`config.mk`:
```
export PLATFORM = sky130hd
export DESIGN_NAME = exp_lut_arbiter
export DESIGN_NICKNAME = d
export VERILOG_FILES = /design/src/rtl/exp_lut_arbiter.sv
export SDC_FILE = /design/constraint.sdc
export NUM_CORES = 1
export LEC_CHECK = 0
export BUFFER_PORTS_ARGS = -buffer_cell sky130_fd_sc_hd__buf_4
export CAP_MARGIN = 20
export CORE_UTILIZATION = 38
export CTS_CLUSTER_DIAMETER = 60
export CTS_CLUSTER_SIZE = 24
export DETAILED_ROUTE_END_ITERATION = 8
export PLACE_DENSITY = 0.67
export SLEW_MARGIN = 20
export SYNTH_ARGS = -nofsm -noshare
export SYNTH_HDL_FRONTEND = slang
export SYNTH_SLANG_ARGS = --single-unit
```
`constraint.sdc`:
```
create_clock -name i_clk -period 2.2 [get_ports i_clk]
set_input_delay 0.22 -clock i_clk [delete_from_list [all_inputs] [get_ports i_clk]]
set_output_delay 0.22 -clock i_clk [all_outputs]
set_load 0.05 [all_outputs]
```
`src/rtl/exp_lut_arbiter.sv`:
```
// exp_lut_arbiter: round-robin arbiter sharing one pipelined exp LUT among
// NUM_REQ requesters. It tags every issued operand with its requester ID and
// routes each LUT result back to that requester. A hold/drain mode stops new
// grants and lets in-flight results finish so the LUT can be reloaded.
// Optional build macro: EXP_LUT_ARB_RANGE_FLAG_EN adds o_rsp_oor, which is
// set when the issued operand was outside [-1.0, +1.0] in q32.32.
module exp_lut_arbiter #(
  parameter int unsigned NUM_REQ = 4,
  parameter int unsigned LUT_LAT = 2,
  parameter int unsigned DATA_W  = 64
) (
  input  logic                      i_clk,
  input  logic                      i_rst_n,
  input  logic [NUM_REQ-1:0]        i_req_valid,
  input  logic [NUM_REQ*DATA_W-1:0] i_req_operand,
  output logic [NUM_REQ-1:0]        o_req_ready,
  output logic [DATA_W-1:0]         o_lut_operand,
  output logic                      o_lut_valid,
  input  logic [DATA_W-1:0]         i_lut_result,
  output logic [NUM_REQ-1:0]        o_rsp_valid,
  output logic [DATA_W-1:0]         o_rsp_data,
  input  logic                      i_hold,
  output logic                      o_idle
`ifdef EXP_LUT_ARB_RANGE_FLAG_EN
  ,
  output logic                      o_rsp_oor
`endif
);

  localparam int unsigned IDW = $clog2(NUM_REQ);
  // Stage 0 runs alongside o_lut_valid; the last stage lines up with i_lut_result.
  localparam int unsigned PD  = LUT_LAT + 1;

  typedef enum logic [1:0] {
    S_IDLE   = 2'd0,
    S_ACTIVE = 2'd1,
    S_DRAIN  = 2'd2,
    S_HOLD   = 2'd3
  } state_e;

  state_e              state_q, state_d;
  logic                run_q, run_d;
  logic [IDW-1:0]      rr_q, rr_d;
  logic [DATA_W-1:0]   lut_op_q, lut_op_d;
  logic                lut_vld_q, lut_vld_d;
  logic [PD-1:0]       tag_vld_q, tag_vld_d;
  logic [IDW-1:0]      tag_id_q [PD];
  logic [IDW-1:0]      tag_id_d [PD];
  logic [NUM_REQ-1:0]  rsp_vld_q, rsp_vld_d;
  logic [DATA_W-1:0]   rsp_data_q, rsp_data_d;
  logic                idle_q, idle_d;

  logic                found_c;
  logic [IDW-1:0]      pick_c;
  logic [DATA_W-1:0]   pick_op_c;
  int unsigned         idx_c;
  logic                grant_en_c;
  logic                xfer_c;
  logic                pipe_busy_c;

`ifdef EXP_LUT_ARB_RANGE_FLAG_EN
  localparam logic signed [DATA_W-1:0] POS_ONE = DATA_W'(64'h0000_0001_0000_0000);
  localparam logic signed [DATA_W-1:0] NEG_ONE = -POS_ONE;
  logic [PD-1:0]       tag_oor_q, tag_oor_d;
  logic                rsp_oor_q, rsp_oor_d;
  logic                pick_oor_c;
`endif

  assign pipe_busy_c = |tag_vld_q;

  // Round-robin search starting at the pointer; captures the winner's operand.
  always_comb begin
    found_c   = 1'b0;
    pick_c    = '0;
    pick_op_c = '0;
    idx_c     = 0;
    for (int unsigned i = 0; i < NUM_REQ; i++) begin
      idx_c = (32'(rr_q) + i) % NUM_REQ;
      if (!found_c && i_req_valid[idx_c]) begin
        found_c   = 1'b1;
        pick_c    = IDW'(idx_c);
        pick_op_c = i_req_operand[idx_c*DATA_W +: DATA_W];
      end
    end
  end

  // FSM state register, plus a flag that holds off grants in the first cycle out of reset.
  always_ff @(posedge i_clk or negedge i_rst_n) begin
    if (!i_rst_n) begin
      state_q <= S_IDLE;
      run_q   <= 1'b0;
    end else begin
      state_q <= state_d;
      run_q   <= run_d;
    end
  end

  // FSM next-state logic.
  always_comb begin
    state_d = state_q;
    run_d   = 1'b1;
    case (state_q)
      S_IDLE: begin
        if (i_hold)                 state_d = S_HOLD;
        else if (|i_req_valid)      state_d = S_ACTIVE;
      end
      S_ACTIVE: begin
        if (i_hold)                               state_d = S_DRAIN;
        else if (!(|i_req_valid) && !pipe_busy_c) state_d = S_IDLE;
      end
      S_DRAIN: begin
        if (!pipe_busy_c)           state_d = S_HOLD;
      end
      S_HOLD: begin
        if (!i_hold)                state_d = S_IDLE;
      end
      default:                      state_d = S_IDLE;
    endcase
  end

  // FSM outputs: grants only in IDLE/ACTIVE, and never while i_hold is high.
  always_comb begin
    grant_en_c  = run_q && !i_hold && ((state_q == S_IDLE) || (state_q == S_ACTIVE));
    xfer_c      = grant_en_c && found_c;
    o_req_ready = '0;
    if (xfer_c) o_req_ready[pick_c] = 1'b1;
  end

`ifdef EXP_LUT_ARB_RANGE_FLAG_EN
  // Out-of-range classification of the granted operand (signed q32.32).
  always_comb begin
    pick_oor_c = ($signed(pick_op_c) > POS_ONE) || ($signed(pick_op_c) < NEG_ONE);
  end
`endif

  // Datapath next-state: pointer, issue register, tag pipeline, response, idle.
  always_comb begin
    rr_d       = rr_q;
    lut_vld_d  = xfer_c;
    lut_op_d   = xfer_c ? pick_op_c : lut_op_q;
    if (xfer_c) rr_d = (pick_c == IDW'(NUM_REQ - 1)) ? '0 : pick_c + 1'b1;

    tag_vld_d   = {tag_vld_q[PD-2:0], xfer_c};
    tag_id_d[0] = pick_c;
    for (int unsigned i = 1; i < PD; i++) tag_id_d[i] = tag_id_q[i-1];

    rsp_vld_d  = '0;
    rsp_data_d = rsp_data_q;
    if (tag_vld_q[PD-1]) begin
      rsp_vld_d[tag_id_q[PD-1]] = 1'b1;
      rsp_data_d                = i_lut_result;
    end

    idle_d = ((state_d == S_IDLE) || (state_d == S_HOLD)) && (tag_vld_d == '0);
  end

`ifdef EXP_LUT_ARB_RANGE_FLAG_EN
  // Range flag rides the tag pipeline and lands with the response.
  always_comb begin
    tag_oor_d = {tag_oor_q[PD-2:0], pick_oor_c};
    rsp_oor_d = tag_vld_q[PD-1] ? tag_oor_q[PD-1] : 1'b0;
  end

  // Range flag registers.
  always_ff @(posedge i_clk or negedge i_rst_n) begin
    if (!i_rst_n) begin
      tag_oor_q <= '0;
      rsp_oor_q <= 1'b0;
    end else begin
      tag_oor_q <= tag_oor_d;
      rsp_oor_q <= rsp_oor_d;
    end
  end

  assign o_rsp_oor = rsp_oor_q;
`endif

  // Datapath registers; reset drops anything in flight.
  always_ff @(posedge i_clk or negedge i_rst_n) begin
    if (!i_rst_n) begin
      rr_q       <= '0;
      lut_op_q   <= '0;
      lut_vld_q  <= 1'b0;
      tag_vld_q  <= '0;
      for (int unsigned i = 0; i < PD; i++) tag_id_q[i] <= '0;
      rsp_vld_q  <= '0;
      rsp_data_q <= '0;
      idle_q     <= 1'b1;
    end else begin
      rr_q       <= rr_d;
      lut_op_q   <= lut_op_d;
      lut_vld_q  <= lut_vld_d;
      tag_vld_q  <= tag_vld_d;
      for (int unsigned i = 0; i < PD; i++) tag_id_q[i] <= tag_id_d[i];
      rsp_vld_q  <= rsp_vld_d;
      rsp_data_q <= rsp_data_d;
      idle_q     <= idle_d;
    end
  end

  assign o_lut_operand = lut_op_q;
  assign o_lut_valid   = lut_vld_q;
  assign o_rsp_valid   = rsp_vld_q;
  assign o_rsp_data    = rsp_data_q;
  assign o_idle        = idle_q;

endmodule
```
# Yosys cells after proc, flatten, opt, wreduce, memory -nomap -nowiden
# Index checks and enable logic that the tools add are counted.
classes:
  shifts: 4
  bitwise: 0
  addsub: 4
  muxes: 34
  n_eq_ne: 5
  reduce_logical: 23
  multipliers: 0
  div: 0
  order_cmp: 8
ops:
  columns: ["op", "n"]
  rows:
  - ["indexed part select 256 x 9 -> 64 bit", 4]
  - ["2-to-1 mux 64 bit", 4]
  - ["2-to-1 mux 2 bit", 11]
  - ["< comparator 2 x 3 -> 1 bit, second input constant", 6]
  - ["logical AND 1 bit", 10]
  - ["2-to-1 mux 1 bit", 10]
  - ["binary-select mux 1 bit (select 2 bit)", 4]
  - ["== test 2 bit, second input constant", 4]
  - ["2-to-1 mux 4 bit", 2]
  - ["one-hot mux 2 bit (4 select lines)", 1]
  - ["zero test 1 bit", 6]
  - ["adder 2 x 1 -> 2 bit, second input constant", 2]
  - ["adder 2 bit, second input constant", 2]
  - ["demux 1 bit (select 2 bit)", 2]
  - [">= comparator 2 x 1 -> 1 bit, second input constant", 2]
  - ["zero test 2 bit", 2]
  - ["OR reduction 4 bit", 1]
  - ["zero test 3 bit", 1]
  - ["OR reduction 3 bit", 1]
  - ["== test 2 x 1 -> 1 bit, second input constant", 1]
  - ["logical OR 1 bit", 2]
totals:
  output_inout_bits: 138
  latch_bits: 0
  rom_bits: 0
  regBits: 148
  mem_count: 0
  mem_bits_rw: 0
  inputBits: 327

# Depth between registers and ports, before layout
# Gate-level depths: netlist (run 1).
depth:
  depth_word: 17
  ltp_mapped: 11

# Worst setup path before layout (run 1)
# Ideal clock, no wire load.
synth_timing:
  kind: "register -> output"
  start: "register rr_q[0]"
  end: "output o_req_ready[1]"
  stages_incl_launch_ff: 11
  t_arrival_ns: 2.407
  setup_slack_ns: -0.427
  path_buffers: 4
  path_cell_list: "dfrtp_1 -> buf_2 -> buf_2 -> inv_2 -> clkbuf_1 -> buf_2 -> a2bb2oi_1 -> o221ai_1 -> nor2_1 -> ha_1 -> and3_1"
synth_between:
  elab_chain_len: 17
  word_cells_on_any_way: 32
  cone_classes: "3 x add/sub; 2 x order compare; 19 x mux; 8 x reduce/logical"
synth_rtl:
  columns: ["item", "line_no", "source"]
  rows:
  - ["start, declared", "43", "logic [IDW-1:0] rr_q, rr_d;"]
  - ["start signal, assigned", "190", "rr_q <= rr_d;"]
  - ["branches (longest 11 deep; another with adder 2 x 1 -> 2 bit)", null, null]
  - ["2-to-1 mux 2 bit *", "79", "if (!found_c && i_req_valid[idx_c]) begin"]
  - ["named net pick_c[0]", "54", "logic [IDW-1:0] pick_c;"]
  - ["< comparator 2 x 3 -> 1 bit (not written as such) or >= comparator 2 x 1 -> 1 bit (tied branches)", "126", "if (xfer_c) o_req_ready[pick_c] = 1'b1;"]
  - ["logical AND 1 bit (not written as such)", "126", null]
  - ["2-to-1 mux 1 bit (not written as such)", "126", null]
  - ["demux 1 bit (select 2 bit) *", "126", null]
  - ["2-to-1 mux 4 bit *", "126", null]
  - ["end, declared", "16", "output logic [NUM_REQ-1:0] o_req_ready,"]
# Mark *: on every way through the listed nets, which the timed path passes. The select of a mux whose other input is x is not followed.

# Worst setup path after layout (run 1)
layout_timing:
  start: "register rr_q[1]"
  end: "output o_req_ready[2]"
# The elaborated chain is that of the path after synthesis.

==> results of run 1 <==
==> registers in the layout, summed over array words and instances (netlist names) <==
signal,count
o_lut_operand,64
o_rsp_data,64
o_rsp_valid,4
tag_id_d,4
tag_vld_q,3
rr_q,2
state_q,2
tag_id_q,2
o_idle,1
run_q,1
==> synthesized netlist by cell type, drive strengths merged (7+ instances only) <==
master and count:
nand2 202, mux2 193, mux2i 191, dfrtp 146, o21ai 133, clkbuf 89
a22oi 64, o211ai 64, o221ai 64, and4 63, buf 50, a21oi 8
inv 7, nor2 7
==> timing repair <==
| action | 4_1_cts | 5_1_grt |
|---|---|---|
| cloned | 0 | 13 |
| gates resized for setup | 21 | 51 |
| hold buffers | 1 | 0 |
| buffers inserted | 6 | 5 |
| endpoints found under the hold margin | 26 | 0 |
| pin swaps | 40 | 112 |
| endpoints found under the setup margin | 6 | 68 |
==> power by group <==
group | internal (mW) | total, mW | switching [mW]
Sequential | 3.96 | 4.74 | 0.778
Clock | 1.59 | 2.98 | 1.38
Combinational | 6.92 | 17.8 | 10.9
Total | 12.5 | 25.5 | 13.1
==> logic make-up (layout without fill, tap and decap cells) <==
group,count (synthesis),count (layout)
buf+inv,146,570
simple gates,295,295
flops,147,147
other cells,1,1
fa+ha+maj,4,4
compound gates,344,344
mux,385,385
==> stage by stage <==
| stage | worst slack [ns] | instances | util [%] | instance area, um^2 | hold slack [ns] |
|---|---|---|---|---|---|
| 2_1_floorplan | 0.003899 | 1322 | - | 12360 | -0.07559 |
| 3_3_place_gp | 0.06854 | 2091 | 51.63 | 16370 | 0.1097 |
| 3_5_place_dp | -0.002524 | 2091 | 51.63 | 16370 | 0.1065 |
| 4_1_cts | -0.1266 | 2130 | 53.83 | 17070 | 0.002531 |
| 5_1_grt | -0.2130 | 2148 | 55.82 | 17710 | 0.005099 |
| 6_report | -0.1566 | 2148 | 55.82 | 17710 | 0.01495 |
==> per-layer routing <==
| layer | global-route usage [%] | vias to the layer above | part of all wire, % |
|---|---|---|---|
| li1 | - | 5882 | - |
| met1 | 31.00 | 6324 | 40 |
| met2 | 45.55 | 596 | 50 |
| met3 | 5.049 | 93 | 7.2 |
| met4 | 10.62 | 2 | 3.0 |
| met5 | 0 | - | 0.013 |
==> final cells by class <==
| class | instances | area [um^2] | share of cell area (%) |
|---|---|---|---|
| timing repair buffer | 531 | 4599 | 25.98 |
| inverter | 7 | 38.79 | 0.2191 |
| multi-input combinational | 1029 | 8307 | 46.92 |
| clock buffer | 18 | 429.2 | 2.424 |
| tap | 402 | 503.0 | 2.841 |
| clock inverter | 14 | 140.1 | 0.7915 |
| sequential | 147 | 3689 | 20.83 |
==> critical path, delay by kind of cell (launching register included) <==
kind / cells / cell delay, ns
compound gates: 2 / 0.34
flops: 1 / 0.51
fa+ha+maj: 1 / 0.17
simple gates: 3 / 0.50
buf+inv: 2 / 0.20
==> path summary, 6_finish.rpt <==
path	end	slack, ns	depth (start not counted)
setup / recovery	o_req_ready[2]	-0.16	8
hold / removal	o_rsp_data[41]	0.01	2
setup reg to reg	o_lut_operand[2]	-0.08	8
hold reg to reg	tag_id_d[1]	0.35	0
max in group asynchronous	o_lut_operand[13]	1.27	3
min in group asynchronous	o_rsp_data[38]	0.22	2
==> flow_metrics.env, run 1 <==
export IMPL_status="finished with violations"
export IMPL_violations="setup timing"
export IMPL_final_setup_viol_count=40
export IMPL_p_total_mw=25.55
export IMPL_most_common_layout_cells="479 x buf_4, 200 x nand2_1, 191 x mux2i_1"
export IMPL_syn_to_final_growth_pct=43.68
export IMPL_synth_async_reset_ratio_pct=100.0
export IMPL_port_buffers=464
export IMPL_clk_pin_slew_worst_paths_ns=0.07
export IMPL_core_um2=31720
export IMPL_synth_top_cell_area_share_pct=29.65
export IMPL_grt_overflow_total=0
export IMPL_r2r_start="rr_q[0]"
export IMPL_ios=465
export IMPL_cp_startpoint="rr_q[1]"
export IMPL_ant_nets=0
export IMPL_vias=12900
export IMPL_synth_edf_count=0
export IMPL_dp_hpwl_um=31450
export IMPL_powerDensity_nw_per_um2=1443
export IMPL_gp_congestion=0.8504
export IMPL_finalMaxSlewViolations=0
export IMPL_setup_worst_path_start_class="flip-flop"
export IMPL_syn_inst=1322
export IMPL_drt_iter0_drc=972
export IMPL_nets=2064
export IMPL_ir_worst_vdd_uv=721.1
export IMPL_crit_path_max_incr_delay_ns=0.51
export IMPL_cts_inserted_buffers=17
export IMPL_crit_chain="nor2b_4, o21ai_2, o221ai_4, nor2_4, inv_2, ha_2, and3_4, buf_8"
export IMPL_rsz0062_at_grt="yes"
export IMPL_die_area_um2=33150
export IMPL_grt_usage_pct=25.96
export IMPL_layout_commonest_cell="buf_4"
export IMPL_ys_seq_area_share_pct=29.86
export IMPL_crit_type="flip-flop to primary output"
export IMPL_required_ns=1.98
export IMPL_min_delay_start="i_lut_result[41]"
export IMPL_synth_cell_types=46
export IMPL_die_h_um=182.1
export IMPL_setup_tns_final_ns=-1.614
export IMPL_synthSimpleGateAreaFrac_pct=12.28
export IMPL_wl_um=47390
export IMPL_drc=0
export IMPL_clk_path_buf_depth=2
export IMPL_grt_pass1_wl_um=68030
export IMPL_synth_top_family_by_area="multiplexers"
export IMPL_yosys_area_top_type="dfrtp_1"
export IMPL_clockRootBuffer="clkbuf_16"
export IMPL_synth_nets=1653
export IMPL_synth_main_ff_cell="dfrtp_1"
export IMPL_hold_class="input pin to flip-flop"
export IMPL_antenna_found_initial=0
export IMPL_syn_area_um2=12320
export IMPL_firstDrtPassIters=6
export IMPL_timing_final_ws_setup_ns=-0.1566
export IMPL_post_drt_via_cell_ratio=6.004
export IMPL_finalHoldViolCount=0
export IMPL_yosys_top_cells_area="dfrtp_1 30%, mux2i_1 16%, mux2_1 11%"
export IMPL_cp_end_kind="primary output"
export IMPL_worst_skew_pair_late_latency_ns=0.44
export IMPL_finalCritPeriodShare_pct=107.1
export IMPL_tightest_slew_ns=0.6208
export IMPL_maxCapViolCount=0
export IMPL_critPathMaxFanout=5
export IMPL_synth_compound_area_share_pct=18.94
export IMPL_htreeDepth=4
export IMPL_fp_dieW_um=182.1
export IMPL_grt_max_degree=97
export IMPL_start_util_pct=38.85
export IMPL_synthMuxAreaShare_pct=33.33
export IMPL_finalClockSkew_ns=0.01741
export IMPL_slew_headroom_pct=58.62
export IMPL_synth_xor_area_share_pct=0
export IMPL_leakagePower_nw=7.778
export IMPL_insertedDiodeCount=0
export IMPL_critPathSlowestCell="dfrtp_4"
export IMPL_synth_seq_cells=147
export IMPL_fmax_mhz=424.3
export IMPL_fillers=2779
export IMPL_yosysWarnings=0
export IMPL_rows=65
export IMPL_synth_area_per_cell_um2=9.322
export IMPL_clock_sink_count=147
export IMPL_grt_pass1_vias=12290
export IMPL_synth_fa_ha_area_share_pct=0.4061
export IMPL_critPathArrivalTime_ns=2.14
export IMPL_cts_tree="done"
export IMPL_layout_min_cycle_time_ns=2.357
export IMPL_post_drt_wl_per_cell_um=22.06
export IMPL_drive_above_1_share_pct=39.92
(Power assumes the default switching activity.)
==> run 2: changes to the inputs <==
- ABC_AREA: default -> 1
- HOLD_SLACK_MARGIN: default -> 0.03
- PLACE_DENSITY: 0.67 -> 0.66
==> run 2 against run 1 <==
The flow still finishes with violations (setup timing). Global-route usage is 3.6 points higher. Critical path depth increased by 6. Die area rose by 12%. Non-clock buffer count grew 65. Core utilization down 2.1 points. Clock-buffer cell count down 1. Register-to-register slack better by 0.19 ns. Synthesized cell count grew 93%. Sequential power barely moved. Largest cell class unchanged.
==> flow_metrics.env, run 2 <==
export IMPL_status="finished with violations"
export IMPL_violations="setup timing"
export IMPL_synth_edf_count=0
export IMPL_timing_final_ws_setup_ns=-0.4056
export IMPL_syn_inst=2554
export IMPL_antenna_found_initial=6
export IMPL_syn_to_final_growth_pct=38.98
export IMPL_dpl_instance_area_um2=17470
export IMPL_required_ns=1.98
export IMPL_critPathMaxFanout=10
export IMPL_min_delay_start="i_lut_result[36]"
export IMPL_cts_inserted_buffers=17
export IMPL_finalNonFillerCells=3451
export IMPL_synth_nets=2885
export IMPL_leakagePower_nw=10.20
export IMPL_crit_type="flip-flop to primary output"
export IMPL_dp_cells=3335
export IMPL_ys_seq_area_share_pct=26.74
export IMPL_synth_async_reset_ratio_pct=100.0
export IMPL_slew_headroom_pct=51.99
export IMPL_hold_class="input pin to flip-flop"
export IMPL_yosys_top_cells_area="nand2_1 38%, dfrtp_1 27%, o21ai_0 9.5%"
export IMPL_r2r_cells=11
export IMPL_nets=3302
export IMPL_dp_hpwl_um=37370
export IMPL_layout_min_cycle_time_ns=2.606
export IMPL_post_drt_via_cell_ratio=5.169
export IMPL_synth_main_ff_cell="dfrtp_1"
export IMPL_layout_commonest_cell="nand2_1"
export IMPL_wl_um=55800
export IMPL_grt_max_degree=95
export IMPL_switchingPower_mw=18.77
export IMPL_drive_above_1_share_pct=20.51
export IMPL_multi_input_area_um2=8932
export IMPL_maxCapViolCount=0
export IMPL_synth_top_cell_area_share_pct=37.56
export IMPL_clk_path_buf_depth=2
export IMPL_regToRegEndpoint="o_lut_operand[32]"
export IMPL_ios=465
export IMPL_intPower_mw=12.62
export IMPL_synth_seq_cells=147
export IMPL_worst_skew_pair_late_latency_ns=0.44
export IMPL_hold_depth=3
export IMPL_ant_nets=0
export IMPL_r2r_start="rr_q[0]"
export IMPL_grt_usage_pct=29.53
export IMPL_rsz0062_at_grt="yes"
export IMPL_core_um2=35570
export IMPL_ir_worst_vdd_uv=1184
export IMPL_fmax_mhz=383.8
export IMPL_post_place_ws_ns=-0.1396
export IMPL_design_area_um2=19120
export IMPL_cts_tree="done"
export IMPL_syn_area_um2=13760
export IMPL_firstDrtPassIters=6
export IMPL_die_h_um=192.3
export IMPL_finalMaxSlewViolations=0
export IMPL_area_sequential_um2=3689
export IMPL_htreeDepth=4
export IMPL_start_util_pct=38.69
export IMPL_yosys_area_top_type="nand2_1"
export IMPL_synth_area_per_cell_um2=5.388
export IMPL_cp_end_kind="primary output"
export IMPL_finalCritPeriodShare_pct=118.4
export IMPL_drt_iter0_drc=1237
export IMPL_switching_share_pct=59.79
export IMPL_setup_worst_path_start_class="flip-flop"
export IMPL_synth_cell_types=24
export IMPL_post_drt_wl_per_cell_um=16.17
export IMPL_fp_dieW_um=192.3
export IMPL_tightest_slew_ns=0.7201
export IMPL_clk_pin_slew_worst_paths_ns=0.08
export IMPL_final_setup_viol_count=4
export IMPL_clockRootBuffer="clkbuf_16"
export IMPL_die_area_um2=36980
export IMPL_powerDensity_nw_per_um2=1642
export IMPL_rows=69
export IMPL_grt_pass1_vias=16530
export IMPL_yosysWarnings=0
export IMPL_clock_sink_count=147
export IMPL_r2r_slack_ns=0.11
export IMPL_gp_congestion=0.8767
export IMPL_port_buffers=464
export IMPL_p_clk_share_pct=9.7
export IMPL_synth_most_common_cell="nand2_1"
export IMPL_finalHoldViolCount=0
export IMPL_seqPwrFrac_pct=15.0
export IMPL_hold_end="o_rsp_data[36]"
export IMPL_vias=17840
export IMPL_most_common_layout_cells="1,367 x nand2_1, 497 x buf_4, 228 x o21ai_0"
export IMPL_drc=0
export IMPL_ys_top_cells_by_count="1,377 x nand2_1, 261 x o21ai_0, 200 x nor2_1"
export IMPL_grt_overflow_total=0
export IMPL_combPwrFrac_pct=75.3
export IMPL_finalClockSkew_ns=0.01480
export IMPL_grt_pass1_wl_um=86320
export IMPL_fillers=3593
export IMPL_critPathArrivalTime_ns=2.39
==> run 2: repair_timing <==
item / CTS / global route
hold buffers: 64 / 0
hold endpoints to repair: 101 / 0
setup endpoints to repair: 8 / 68
gates resized for setup: 46 / 57
buffers inserted: 8 / 3
gates cloned: 2 / 1
pin swaps: 12 / 7
==> run 2: worst max-delay path: stages (launching register included) <==
cell,delay [ns]
dfrtp_4,0.53
inv_4,0.10
nand2_1,0.10
nand2_4,0.09
buf_6,0.13
nand2_1,0.07
nand2_2,0.11
nand3_4,0.10
nand3_2,0.09
o21ai_4,0.08
inv_2,0.11
ha_4,0.14
inv_2,0.04
nor2_4,0.11
buf_8,0.16
==> run 2: cell families (layout without fill, tap and decap cells) <==
| logic type | Yosys count | count (layout) | share of synthesized area, % |
|---|---|---|---|
| adders and majority gates | 4 | 4 | 0.3637 |
| and+or+nand+nor | 1853 | 1853 | 53.77 |
| DFF | 147 | 147 | 26.74 |
| other | 1 | 7 | 0.02725 |
| AOI/OAI and AO/OA | 264 | 264 | 9.611 |
| buffers and inverters | 285 | 715 | 9.484 |
==> run 2: worst max path at each step <==
stage / from / slack, ns / to / depth (start not counted)
after detailed placement: rr_q[0] / -0.14 / o_req_ready[3] / 13
after global routing: rr_q[0] / -0.52 / o_req_ready[3] / 14
after floorplan: rr_q[1] / 0.01 / o_req_ready[1] / 14
final: rr_q[0] / -0.41 / o_req_ready[3] / 14
after CTS: rr_q[0] / -0.42 / o_req_ready[3] / 14
after global placement: rr_q[0] / -0.07 / o_req_ready[2] / 13
==> run 2: metrics by stage <==
stage	power, mW	util (%)	hold WS [ns]	setup TNS, ns
CTS	30.89	53.33	0.05006	-1.599
detailed placement	27.03	49.10	0.1740	-0.4195
global placement	26.62	49.10	0.1766	-0.1660
floorplan	20.96	-	-0.07559	0
global route	33.92	53.77	0.04758	-2.231
finish	31.40	53.77	0.05499	-1.585
==> run 2: layout make-up <==
cell class | count | area share [%]
Antenna cell | 6 | 0.07851
Clock buffer | 17 | 2.224
Clock inverter | 15 | 0.9421
Inverter | 87 | 1.773
Multi-Input combinational cell | 2122 | 46.71
Sequential cell | 147 | 19.29
Tap cell | 461 | 3.016
Timing Repair Buffer | 596 | 25.97
==> run 2: power by group through the flow <==
stage	Combinational [mW]	Clock (mW)	Sequential [mW]
floorplan	12.4	0	8.61
global placement	21.9	0	4.72
detailed placement	22.3	0	4.76
CTS	23.1	3.10	4.71
global route	25.9	3.18	4.86
finish	23.7	3.03	4.71
==> run 2: routing by layer <==
layer  GRT usage [%]  vias up  wire (um)
met3           4.983      136       4290
met5               0        -          0
met2           49.63      806      26830
met1           36.08     8030      22510
li1                -     8866          -
met4           15.48        0       2163
==> run 3: changes to the inputs <==
- BUFFER_PORTS_ARGS: -buffer_cell sky130_fd_sc_hd__buf_4 -> default
- DONT_BUFFER_PORTS: default -> 1
- PLACE_DENSITY: 0.66 -> default
==> run 3 against run 2 <==
Final cell count down 13%. Largest cell class unchanged. Hold slack worse by 0.58 ns. Clock skew down 0.0036 ns. Non-clock buffer count down 450. Critical path depth unchanged. Setup slack worse by 0.0081 ns. Clock power about the same. Register-to-register slack worse by 0.48 ns. Sequential power up 92%. Power down 6.1%. The run ends with hold timing, setup timing left.
==> flow_metrics.env, run 3 (synthesis results as in run 2) <==
export IMPL_status="finished with violations"
export IMPL_violations="hold timing, setup timing"
export IMPL_clk_path_buf_depth=2
export IMPL_start_util_pct=38.69
export IMPL_clock_sink_count=147
export IMPL_p_total_mw=29.49
export IMPL_fmax_mhz=382.6
export IMPL_grt_pass1_wl_um=78140
export IMPL_final_setup_viol_count=31
export IMPL_nets=2852
export IMPL_worst_skew_pair_late_latency_ns=0.44
export IMPL_hold_class="input pin to asynchronous set/reset pin"
export IMPL_post_place_ws_ns=-0.1435
export IMPL_ios=465
export IMPL_antenna_found_initial=0
export IMPL_dp_cells=2871
export IMPL_ant_nets=0
export IMPL_vias=16180
export IMPL_crit_type="flip-flop to primary output"
export IMPL_clk_pin_slew_worst_paths_ns=0.07
export IMPL_layout_min_cycle_time_ns=2.614
export IMPL_cts_inserted_buffers=17
export IMPL_layout_commonest_cell="nand2_1"
export IMPL_post_drt_wl_per_cell_um=17.34
export IMPL_critPathArrivalTime_ns=2.39
export IMPL_drive_above_1_share_pct=6.906
export IMPL_finalClockSkew_ns=0.01123
export IMPL_grt_pass1_vias=14680
export IMPL_syn_to_final_growth_pct=14.98
export IMPL_maxCapViolCount=0
export IMPL_fp_dieW_um=192.3
export IMPL_tightest_slew_ns=0.9738
export IMPL_area_sequential_um2=3689
export IMPL_timing_final_ws_setup_ns=-0.4137
export IMPL_setup_worst_path_start_class="flip-flop"
export IMPL_r2r_start="rr_q[1]"
export IMPL_drc=0
export IMPL_holdBufCountCts=65
export IMPL_finalNonFillerCells=2995
export IMPL_insertedDiodeCount=0
export IMPL_die_h_um=192.3
export IMPL_multi_input_area_um2=9017
export IMPL_leakagePower_nw=8.052
export IMPL_dp_hpwl_um=32830
export IMPL_finalMaxSlewViolations=0
export IMPL_grt_usage_pct=26.94
export IMPL_grt_overflow_total=0
export IMPL_cp_startpoint="rr_q[0]"
export IMPL_gp_congestion=0.9063
export IMPL_wl_um=51940
export IMPL_clockRootBuffer="clkbuf_16"
export IMPL_design_area_um2=15820
export IMPL_rsz0062_at_grt="yes"
export IMPL_slew_headroom_pct=35.08
export IMPL_cp_end_kind="primary output"
export IMPL_core_um2=35570
export IMPL_htreeDepth=4
export IMPL_die_area_um2=36980
export IMPL_port_buffers=0
export IMPL_powerDensity_nw_per_um2=1864
export IMPL_finalHoldViolCount=147
export IMPL_firstDrtPassIters=6
export IMPL_critPathMaxFanout=6
export IMPL_rows=69
export IMPL_whs_ns=-0.5249
export IMPL_cts_tree="done"
export IMPL_drt_iter0_drc=1022
export IMPL_most_common_layout_cells="1,352 x nand2_1, 253 x o21ai_0, 196 x nor2_1"
export IMPL_ir_worst_vdd_uv=1427
export IMPL_dpl_instance_area_um2=14070
export IMPL_post_drt_via_cell_ratio=5.403
export IMPL_grt_max_degree=148
export IMPL_required_ns=1.98
export IMPL_fillers=3691
export IMPL_finalCritPeriodShare_pct=118.8
==> run 3: cell count changes in the layout (fill, tap and decap cells not counted), moves of 3 or more <==
cell,previous run,this run
nand2_4,5,10
nand2_1,1367,1352
buf_6,12,7
nand2_2,9,19
o21ai_1,31,7
clkinv_8,6,2
buf_12,11,17
buf_8,7,3
inv_2,8,5
buf_4,497,50
diode_2,6,0
o21ai_0,228,253
==> run 3: final cells by class <==
cell class                      instances  area share [%]
Inverter                               87           2.198
Sequential cell                       147           23.31
Multi-Input combinational cell       2122           56.99
Clock inverter                         14           1.044
Clock buffer                           18           2.712
Timing Repair Buffer                  146           10.10
Tap cell                              461           3.645
==> run 3: routing by layer <==
layer	global-route usage, %	share of wire, %
met1	31.43	39
met2	46.79	48
met3	6.801	9.1
met4	10.90	3.2
met5	0	0
==> run 3: through the flow <==
step / setup TNS [ns] / utilization (%)
after floorplan: 0 / -
after global placement: -0.2556 / 39.56
after detailed placement: -0.5695 / 39.56
after CTS: -2.139 / 44.35
after global routing: -8.925 / 44.48
final: -2.395 / 44.48
==> run 3: path summary, 6_finish.rpt <==
kind | to | slack, ns | cells past startpoint
max | o_req_ready[3] | -0.41 | 14
min | o_lut_operand[33] | -0.52 | 0
max reg2reg | tag_id_d[3] | -0.37 | 16
min reg2reg | tag_id_d[1] | 0.35 | 0
max in group asynchronous | o_idle | 2.38 | 0
min in group i_clk | state_q[0] | 0.08 | 4
==> run 3: worst max-delay path, stage by stage, from the launching register on <==
cell	delay [ns]
dfrtp_4	0.54
buf_6	0.16
nand2_4	0.06
nand2_2	0.05
nand2_2	0.08
nand2_4	0.07
o21ai_4	0.19
nand2_2	0.10
nand2_2	0.10
nand2_4	0.08
inv_4	0.10
ha_4	0.13
inv_2	0.04
nor2_4	0.11
buf_12	0.14
==> run 3: repair_timing <==
item	in CTS	in global routing
setup buffers	28	1
gates cloned	1	1
setup endpoints to repair	30	70
hold endpoints to repair	213	147
pin swaps	18	6
gates resized for setup	64	20
==> run 3: report_power, final <==
group          switching, mW  total (mW)  internal, mW
clock                   1.40        3.02          1.62
combinational           11.7        17.4          5.67
sequential              5.20        9.06          3.86
total                   18.3        29.5          11.2
